`config.mk`:
```
export PLATFORM = sky130hd
export DESIGN_NAME = alu_issue_ctrl_flat
export DESIGN_NICKNAME = d
export VERILOG_FILES = /design/src/rtl/alu_ctrl_pkg.sv /design/src/rtl/alu_issue_ctrl_if.sv /design/src/rtl/alu_funct_decode.sv /design/src/rtl/alu_issue_ctrl.sv /design/src/flat_wrapper.sv
export SDC_FILE = /design/constraint.sdc
export NUM_CORES = 1
export LEC_CHECK = 0
export ABC_AREA = 1
export CORE_UTILIZATION = 45
export DETAILED_ROUTE_END_ITERATION = 8
export GPL_TIMING_DRIVEN = 1
export MAX_ROUTING_LAYER = met4
export PLACE_DENSITY = 0.86
export SLEW_MARGIN = 20
export SYNTH_ARGS = -nofsm -noshare
export SYNTH_HDL_FRONTEND = slang
export SYNTH_SLANG_ARGS = --single-unit
```
`constraint.sdc`:
```
create_clock -name clk -period 4.5 [get_ports clk]
set_input_delay 1.35 -clock clk [delete_from_list [all_inputs] [get_ports clk]]
set_output_delay 1.35 -clock clk [all_outputs]
set_load 0.05 [all_outputs]
```
`src/rtl/alu_ctrl_pkg.sv`:
```
// Shared definitions for the ALU issue controller and the single-cycle control unit:
// MIPS funct codes, ALU op encodings and the issue FSM state type.
package alu_ctrl_pkg;

    localparam logic [5:0] FUNCT_SLL = 6'h00;
    localparam logic [5:0] FUNCT_SRL = 6'h02;
    localparam logic [5:0] FUNCT_ADD = 6'h20;
    localparam logic [5:0] FUNCT_SUB = 6'h22;
    localparam logic [5:0] FUNCT_AND = 6'h24;
    localparam logic [5:0] FUNCT_OR  = 6'h25;
    localparam logic [5:0] FUNCT_SLT = 6'h2A;

    localparam logic [2:0] ALUOP_AND = 3'b000;
    localparam logic [2:0] ALUOP_OR  = 3'b001;
    localparam logic [2:0] ALUOP_ADD = 3'b010;
    localparam logic [2:0] ALUOP_SLL = 3'b011;
    localparam logic [2:0] ALUOP_SRL = 3'b100;
    localparam logic [2:0] ALUOP_SUB = 3'b110;
    localparam logic [2:0] ALUOP_SLT = 3'b111;

    typedef enum logic [1:0] {
        ST_IDLE   = 2'd0,
        ST_SETTLE = 2'd1,
        ST_RESP   = 2'd2
    } issue_state_e;

endpackage

```
`src/rtl/alu_issue_ctrl_if.sv`:
```
// Request, ALU and response signals of the issue controller.
// slave is the controller's view; master is the decode stage / ALU / consumer side.
interface alu_issue_ctrl_if #(
    parameter int WIDTH = 32
);
    logic             req_valid;
    logic             req_ready;
    logic [5:0]       req_funct;
    logic [4:0]       req_shamt;
    logic [WIDTH-1:0] req_a;
    logic [WIDTH-1:0] req_b;

    logic [WIDTH-1:0] alu_a;
    logic [WIDTH-1:0] alu_b;
    logic [2:0]       alu_op;
    logic [4:0]       alu_shamt;
    logic [WIDTH-1:0] alu_result;
    logic             alu_c32;
    logic             alu_z;
    logic             alu_v;

    logic             rsp_valid;
    logic             rsp_ready;
    logic [WIDTH-1:0] rsp_result;
    logic             rsp_zero;
    logic             rsp_ovf;
    logic             rsp_carry;
    logic             rsp_illegal;

    modport slave (
        input  req_valid, req_funct, req_shamt, req_a, req_b,
        input  alu_result, alu_c32, alu_z, alu_v,
        input  rsp_ready,
        output req_ready,
        output alu_a, alu_b, alu_op, alu_shamt,
        output rsp_valid, rsp_result, rsp_zero, rsp_ovf, rsp_carry, rsp_illegal
    );

    modport master (
        output req_valid, req_funct, req_shamt, req_a, req_b,
        output alu_result, alu_c32, alu_z, alu_v,
        output rsp_ready,
        input  req_ready,
        input  alu_a, alu_b, alu_op, alu_shamt,
        input  rsp_valid, rsp_result, rsp_zero, rsp_ovf, rsp_carry, rsp_illegal
    );

endinterface

```
`src/rtl/alu_funct_decode.sv`:
```
// Combinational R-type funct decoder: ALU op code, whether the adder flags are meaningful,
// and whether the funct is supported at all. Shared with the single-cycle control unit.
module alu_funct_decode
    import alu_ctrl_pkg::*;
(
    input  logic [5:0] funct,
    output logic [2:0] alu_op,
    output logic       is_arith,
    output logic       illegal
);

    always_comb begin
        alu_op   = ALUOP_AND;
        is_arith = 1'b0;
        illegal  = 1'b0;
        case (funct)
            FUNCT_AND: alu_op = ALUOP_AND;
            FUNCT_OR:  alu_op = ALUOP_OR;
            FUNCT_ADD: begin
                alu_op   = ALUOP_ADD;
                is_arith = 1'b1;
            end
            FUNCT_SUB: begin
                alu_op   = ALUOP_SUB;
                is_arith = 1'b1;
            end
            FUNCT_SLT: alu_op = ALUOP_SLT;
            FUNCT_SLL: alu_op = ALUOP_SLL;
            FUNCT_SRL: alu_op = ALUOP_SRL;
            default:   illegal = 1'b1;
        endcase
    end

endmodule

```
`src/rtl/alu_issue_ctrl.sv`:
```
// Initiator for the combinational ALU: registers operands/op, waits SETTLE_CYCLES,
// captures result and flags, and returns them over a valid/ready response channel.
module alu_issue_ctrl
    import alu_ctrl_pkg::*;
#(
    parameter int SETTLE_CYCLES = 2,
    parameter int WIDTH         = 32
) (
    input  logic            clk,
    input  logic            rst_n,
    alu_issue_ctrl_if.slave bus
);

    if (SETTLE_CYCLES < 1 || SETTLE_CYCLES > 15) begin : g_bad_settle
        $error("alu_issue_ctrl: SETTLE_CYCLES must be within 1..15");
    end
    if (WIDTH != 32) begin : g_bad_width
        $error("alu_issue_ctrl: WIDTH must be 32 to match the ALU");
    end

    localparam logic [3:0] SETTLE_LOAD = 4'(SETTLE_CYCLES - 1);

    logic [2:0] dec_op;
    logic       dec_is_arith;
    logic       dec_illegal;

    alu_funct_decode u_decode (
        .funct    (bus.req_funct),
        .alu_op   (dec_op),
        .is_arith (dec_is_arith),
        .illegal  (dec_illegal)
    );

    issue_state_e     state_q, state_d;
    logic [3:0]       cnt_q, cnt_d;
    logic             arith_q, arith_d;
    logic [WIDTH-1:0] alu_a_q, alu_a_d;
    logic [WIDTH-1:0] alu_b_q, alu_b_d;
    logic [2:0]       alu_op_q, alu_op_d;
    logic [4:0]       alu_shamt_q, alu_shamt_d;
    logic             rsp_valid_q, rsp_valid_d;
    logic [WIDTH-1:0] rsp_result_q, rsp_result_d;
    logic             rsp_zero_q, rsp_zero_d;
    logic             rsp_ovf_q, rsp_ovf_d;
    logic             rsp_carry_q, rsp_carry_d;
    logic             rsp_illegal_q, rsp_illegal_d;

    // The ALU's own zero flag only follows the adder, so it is deliberately ignored.
    logic unused_alu_z;
    assign unused_alu_z = bus.alu_z;

    always_comb begin
        state_d       = state_q;
        cnt_d         = cnt_q;
        arith_d       = arith_q;
        alu_a_d       = alu_a_q;
        alu_b_d       = alu_b_q;
        alu_op_d      = alu_op_q;
        alu_shamt_d   = alu_shamt_q;
        rsp_valid_d   = rsp_valid_q;
        rsp_result_d  = rsp_result_q;
        rsp_zero_d    = rsp_zero_q;
        rsp_ovf_d     = rsp_ovf_q;
        rsp_carry_d   = rsp_carry_q;
        rsp_illegal_d = rsp_illegal_q;

        case (state_q)
            ST_IDLE: begin
                if (bus.req_valid) begin
                    if (dec_illegal) begin
                        // Rejected requests skip the ALU entirely and leave its inputs untouched.
                        rsp_result_d  = '0;
                        rsp_zero_d    = 1'b0;
                        rsp_ovf_d     = 1'b0;
                        rsp_carry_d   = 1'b0;
                        rsp_illegal_d = 1'b1;
                        rsp_valid_d   = 1'b1;
                        state_d       = ST_RESP;
                    end else begin
                        alu_a_d     = bus.req_a;
                        alu_b_d     = bus.req_b;
                        alu_op_d    = dec_op;
                        alu_shamt_d = bus.req_shamt;
                        arith_d     = dec_is_arith;
                        cnt_d       = SETTLE_LOAD;
                        state_d     = ST_SETTLE;
                    end
                end
            end
            ST_SETTLE: begin
                if (cnt_q != 4'd0) begin
                    cnt_d = cnt_q - 4'd1;
                end else begin
                    rsp_result_d  = bus.alu_result;
                    rsp_zero_d    = ~|bus.alu_result;
                    rsp_ovf_d     = arith_q & bus.alu_v;
                    rsp_carry_d   = arith_q & bus.alu_c32;
                    rsp_illegal_d = 1'b0;
                    rsp_valid_d   = 1'b1;
                    state_d       = ST_RESP;
                end
            end
            ST_RESP: begin
                if (bus.rsp_ready) begin
                    rsp_valid_d = 1'b0;
                    state_d     = ST_IDLE;
                end
            end
            default: state_d = ST_IDLE;
        endcase
    end

    always_ff @(posedge clk or negedge rst_n) begin
        if (!rst_n) begin
            state_q       <= ST_IDLE;
            cnt_q         <= '0;
            arith_q       <= 1'b0;
            alu_a_q       <= '0;
            alu_b_q       <= '0;
            alu_op_q      <= ALUOP_AND;
            alu_shamt_q   <= '0;
            rsp_valid_q   <= 1'b0;
            rsp_result_q  <= '0;
            rsp_zero_q    <= 1'b0;
            rsp_ovf_q     <= 1'b0;
            rsp_carry_q   <= 1'b0;
            rsp_illegal_q <= 1'b0;
        end else begin
            state_q       <= state_d;
            cnt_q         <= cnt_d;
            arith_q       <= arith_d;
            alu_a_q       <= alu_a_d;
            alu_b_q       <= alu_b_d;
            alu_op_q      <= alu_op_d;
            alu_shamt_q   <= alu_shamt_d;
            rsp_valid_q   <= rsp_valid_d;
            rsp_result_q  <= rsp_result_d;
            rsp_zero_q    <= rsp_zero_d;
            rsp_ovf_q     <= rsp_ovf_d;
            rsp_carry_q   <= rsp_carry_d;
            rsp_illegal_q <= rsp_illegal_d;
        end
    end

    assign bus.req_ready   = rst_n && (state_q == ST_IDLE);
    assign bus.alu_a       = alu_a_q;
    assign bus.alu_b       = alu_b_q;
    assign bus.alu_op      = alu_op_q;
    assign bus.alu_shamt   = alu_shamt_q;
    assign bus.rsp_valid   = rsp_valid_q;
    assign bus.rsp_result  = rsp_result_q;
    assign bus.rsp_zero    = rsp_zero_q;
    assign bus.rsp_ovf     = rsp_ovf_q;
    assign bus.rsp_carry   = rsp_carry_q;
    assign bus.rsp_illegal = rsp_illegal_q;

endmodule

```
`src/flat_wrapper.sv`:
```
// flat-port wrapper written by rule: the top's interface ports become plain ports
module alu_issue_ctrl_flat import alu_ctrl_pkg::*;
#(
    parameter int SETTLE_CYCLES = 2,
    parameter int WIDTH         = 32
)
  (clk, rst_n, bus_req_valid, bus_req_funct, bus_req_shamt, bus_req_a, bus_req_b, bus_alu_result, bus_alu_c32, bus_alu_z, bus_alu_v, bus_rsp_ready, bus_req_ready, bus_alu_a, bus_alu_b, bus_alu_op, bus_alu_shamt, bus_rsp_valid, bus_rsp_result, bus_rsp_zero, bus_rsp_ovf, bus_rsp_carry, bus_rsp_illegal);
  alu_issue_ctrl_if #(.WIDTH(WIDTH)) bus_i ();
  input  logic clk;
  input  logic rst_n;
  input wire logic [$bits(bus_i.req_valid)-1:0] bus_req_valid;
  input wire logic [$bits(bus_i.req_funct)-1:0] bus_req_funct;
  input wire logic [$bits(bus_i.req_shamt)-1:0] bus_req_shamt;
  input wire logic [$bits(bus_i.req_a)-1:0] bus_req_a;
  input wire logic [$bits(bus_i.req_b)-1:0] bus_req_b;
  input wire logic [$bits(bus_i.alu_result)-1:0] bus_alu_result;
  input wire logic [$bits(bus_i.alu_c32)-1:0] bus_alu_c32;
  input wire logic [$bits(bus_i.alu_z)-1:0] bus_alu_z;
  input wire logic [$bits(bus_i.alu_v)-1:0] bus_alu_v;
  input wire logic [$bits(bus_i.rsp_ready)-1:0] bus_rsp_ready;
  output wire logic [$bits(bus_i.req_ready)-1:0] bus_req_ready;
  output wire logic [$bits(bus_i.alu_a)-1:0] bus_alu_a;
  output wire logic [$bits(bus_i.alu_b)-1:0] bus_alu_b;
  output wire logic [$bits(bus_i.alu_op)-1:0] bus_alu_op;
  output wire logic [$bits(bus_i.alu_shamt)-1:0] bus_alu_shamt;
  output wire logic [$bits(bus_i.rsp_valid)-1:0] bus_rsp_valid;
  output wire logic [$bits(bus_i.rsp_result)-1:0] bus_rsp_result;
  output wire logic [$bits(bus_i.rsp_zero)-1:0] bus_rsp_zero;
  output wire logic [$bits(bus_i.rsp_ovf)-1:0] bus_rsp_ovf;
  output wire logic [$bits(bus_i.rsp_carry)-1:0] bus_rsp_carry;
  output wire logic [$bits(bus_i.rsp_illegal)-1:0] bus_rsp_illegal;
  assign bus_i.req_valid = bus_req_valid;
  assign bus_i.req_funct = bus_req_funct;
  assign bus_i.req_shamt = bus_req_shamt;
  assign bus_i.req_a = bus_req_a;
  assign bus_i.req_b = bus_req_b;
  assign bus_i.alu_result = bus_alu_result;
  assign bus_i.alu_c32 = bus_alu_c32;
  assign bus_i.alu_z = bus_alu_z;
  assign bus_i.alu_v = bus_alu_v;
  assign bus_i.rsp_ready = bus_rsp_ready;
  assign bus_req_ready = bus_i.req_ready;
  assign bus_alu_a = bus_i.alu_a;
  assign bus_alu_b = bus_i.alu_b;
  assign bus_alu_op = bus_i.alu_op;
  assign bus_alu_shamt = bus_i.alu_shamt;
  assign bus_rsp_valid = bus_i.rsp_valid;
  assign bus_rsp_result = bus_i.rsp_result;
  assign bus_rsp_zero = bus_i.rsp_zero;
  assign bus_rsp_ovf = bus_i.rsp_ovf;
  assign bus_rsp_carry = bus_i.rsp_carry;
  assign bus_rsp_illegal = bus_i.rsp_illegal;
  alu_issue_ctrl #(.SETTLE_CYCLES(SETTLE_CYCLES), .WIDTH(WIDTH)) u_core (.clk(clk), .rst_n(rst_n), .bus(bus_i));
endmodule
```
==> impl_metrics.ini <==
[outcome]
run_status = finished, final reports clean

[sta]
max_slew_headroom_at_the_worst_pin = 0.390
report.final.setup_viol = 0
maxSlewViolCount = 0
max_freq_mhz = 313
pin_slew_with_the_least_headroom_to_its_limit_ns = 0.915
fin_crit_sh = 0.711
finalHoldViolCount = 0
crit_path_time_final_ns = 3.20
skew_ns = 0.00696
unrepaired_setup_endpoints_after_global_routing = no
setup_total_negative_slack_ns = 0
setup_slack_after_layout_ns = 1.30

[routing]
drc_markers = 0
postRouteAntennaNets = 0
totalWireLength_mm = 14.6
first_iter_violations = 378
detailroute.via_count = 4885
vias_per_cell = 5.16
routedWlPerCell_um = 15.4
drtPass1Iterations = 5

[min_path]
hp-class = reg2reg

[worst_setup_path]
worst_setup_path_start_kind = input pin
critical_path.endpoint_type = flop
setup.worst_path.class = in2reg
crit_top_cell = sky130_fd_sc_hd__nand2_1
cp.required_ns = 4.94
timing.critical_path.fanout_max = 26
worstPathArrival_ns = 3.64
cell_type_group_with_the_largest_total_delay_on_the_critical_path = simple AND/OR/NAND/NOR gates
max_stage_delay_ns = 0.47
worst_path_cell_with_the_longest_stage_delay = sky130_fd_sc_hd__clkdlybuf4s50_1
reg2reg_setup_slack_ns = 2.45
critPathBufInv = 2
critical_path.cell_chain = clkdlybuf4s50_1 > nor2_1 > nand3_1 > nand2_1 > nor2_2 > nand2_4 > nand2_2 > nand2_1 > buf_4 > nand2_1 > nand2_1

[finish]
fillers = 727
seq_area_mm2 = 0.00290
n_antenna_cell = 0
flow.area_growth_from_synthesis_pct = 57.9
nNetsFinal = 917
final_core_utilization = 0.744
combined_area_of_the_multi_input_logic_cells_mm2 = 0.00181
post_route_cells_drive_above_1_share = 0.0605
area_of_all_placed_cells_without_fillers_mm2 = 0.00782

[synthesis]
synthesized_net_count = 700
synthTopCellsByArea = sky130_fd_sc_hd__dfrtp_1 59%, sky130_fd_sc_hd__nand2_1 19%, sky130_fd_sc_hd__nand3_1 11%
synth_edf_count = 0
postSynthAreaPerCell_um2 = 8.48
post_synthesis_instance_area_mm2 = 0.00495
synthTopCellsByCount = 246 x sky130_fd_sc_hd__nand2_1, 116 x sky130_fd_sc_hd__dfrtp_1, 113 x sky130_fd_sc_hd__nand3_1
netlist.area_leader.share = 0.586
netlist_instances = 584
post_synth_mux_area_share = 0
synth-main-ff-cell = sky130_fd_sc_hd__dfrtp_1
synth_top_family_by_area = simple AND/OR/NAND/NOR gates
synth.largest_area_cell = sky130_fd_sc_hd__dfrtp_1
synth-adder-area-share = 0.00506
most_numerous_cell_in_the_yosys_netlist = sky130_fd_sc_hd__nand2_1
async_reset_ff_frac = 1.00
synth-simple-area-share = 0.346
synth_cell_type_count = 24
sequential_area_share_after_synthesis = 0.586
yosys.area_share.xor_xnor = 0.00177
synth-compound-area-share = 0.0119
synth_seq_cells = 116
ys_warn_count = 0

[clocking]
tritoncts.num_buffers = 17
post_cts_hold_buffer_count = 0
skew_pair_late_insertion_delay_ns = 0.51
cts.repair_timing.setup_buffer_count = 0
post_cts_resized = 0
cts.path.max_buffers = 2
clkTransAtPathRegs_ns = 0.05
cts_tree = built
cts-root-buf = sky130_fd_sc_hd__clkbuf_8
cts.htree.levels = 4
clock_sinks = 116

[floorplanning]
floorplan_die_height_um = 107
floorplan.initialDensity = 0.471
die-area_mm2 = 0.0114
core-area_mm2 = 0.0105
io_pins = 224
die-width_um = 107
row_count = 37

[pwr]
powerDensity_mw_per_mm2 = 802
leakagePower_nw = 3.83
ir_drop_v = 0.000536

[grt]
first_global_vias = 4949
wire_length_of_the_first_global_routing_pass_mm = 23.6
grt-ovfl-total = 0
gr-max-usage-layer = met2
grt_use_met1 = 0.324
grt_usage = 0.275
met2_usage = 0.453
antenna_found_initial = 0
grt_start_max_net_pins = 74
grt_use_met3 = 0.0881

[placed_design]
io_buffer_count = 222
pre_cts_slack_ns = 0.822
dpl_cell_area_mm2 = 0.00724
finalWeightedCongestion = 0.885
detailed_place_hpwl_mm = 10.2

[job]
max_cap_viol_count = 0
## worst min-delay path: stages, from the launching register on
cell,delay [ns]
sky130_fd_sc_hd__dfrtp_1,0.33
sky130_fd_sc_hd__nand2_1,0.06
sky130_fd_sc_hd__nand2_1,0.05
## report_power, final
| group | total [mW] | leakage (nW) | internal (mW) | switching (mW) |
|---|---|---|---|---|
| logic | 3.23 | 2.03 | 0.995 | 2.23 |
| clock network | 1.32 | 0.286 | 0.887 | 0.435 |
| registers | 1.72 | 1.52 | 1.46 | 0.255 |
## area by class of cell
class                      count  area share
sequential                   116       0.371
timing repair buffer         231       0.294
multi-input combinational    420       0.232
clock buffer                  23      0.0610
tap                          136      0.0218
clock inverter                 5      0.0128
inverter                      15     0.00720
## logic make-up after synthesis
group / after synthesis
buffers and inverters: 48
DFF: 116
adders and majority gates: 2
xor gates and xnor gates: 1
AOI/OAI and AO/OA: 10
and+or+nand+nor: 407
## sequential cells by signal, indices dropped and copies added (netlist names)
signal,count
u_core.bus.alu_a,32
u_core.bus.rsp_illegal,1
u_core.bus.alu_b,32
u_core.bus.rsp_zero,1
u_core.state_q,2
u_core.bus.alu_shamt,5
u_core.bus.alu_op,3
u_core.arith_q,1
u_core.bus.rsp_ovf,1
u_core.bus.rsp_result,32
u_core.cnt_q,4
u_core.bus.rsp_carry,1
u_core.bus.rsp_valid,1
## metrics by stage
stage	power, mW	hold WS [ns]	std cells
final	6.27	0.469	946
after global routing	6.58	0.491	946
after CTS	6.30	0.473	946
after detailed placement	4.95	0.458	918
after global placement	4.88	0.453	918
after floorplan	3.79	0.442	584
## path summary, 6_finish.rpt
check,cells after the start,start,to
min,2,u_core.bus.rsp_carry,u_core.bus.rsp_carry
min reg2reg,2,u_core.bus.rsp_carry,u_core.bus.rsp_carry
min in group asynchronous,2,rst_n,u_core.bus.rsp_valid
max reg2reg,8,u_core.state_q[1],u_core.bus.rsp_result[26]
max in group asynchronous,3,rst_n,u_core.bus.alu_b[9]
max,11,bus_req_funct[2],u_core.bus.rsp_result[26]
## placed cells by master, fill, tap and decap left out, types with 3 or more instances in the layout
cell type,count
sky130_fd_sc_hd__nand2_1,245
sky130_fd_sc_hd__clkdlybuf4s50_1,220
sky130_fd_sc_hd__dfrtp_1,116
sky130_fd_sc_hd__nand3_1,113
sky130_fd_sc_hd__nor2_1,31
sky130_fd_sc_hd__clkbuf_16,16
sky130_fd_sc_hd__inv_1,13
sky130_fd_sc_hd__buf_4,10
sky130_fd_sc_hd__nor2_2,6
sky130_fd_sc_hd__clkbuf_8,5
sky130_fd_sc_hd__o21ai_0,4
sky130_fd_sc_hd__nand4_1,4
sky130_fd_sc_hd__nor3_1,3
sky130_fd_sc_hd__bufinv_16,3
## routing by layer
layer / part of all wire / vias up
met2: 0.50 / 251
met1: 0.39 / 2316
met5: 0 / -
li1: - / 2302
met4: 0.010 / 0
met3: 0.097 / 16
Power figures use the tool's default switching activity.
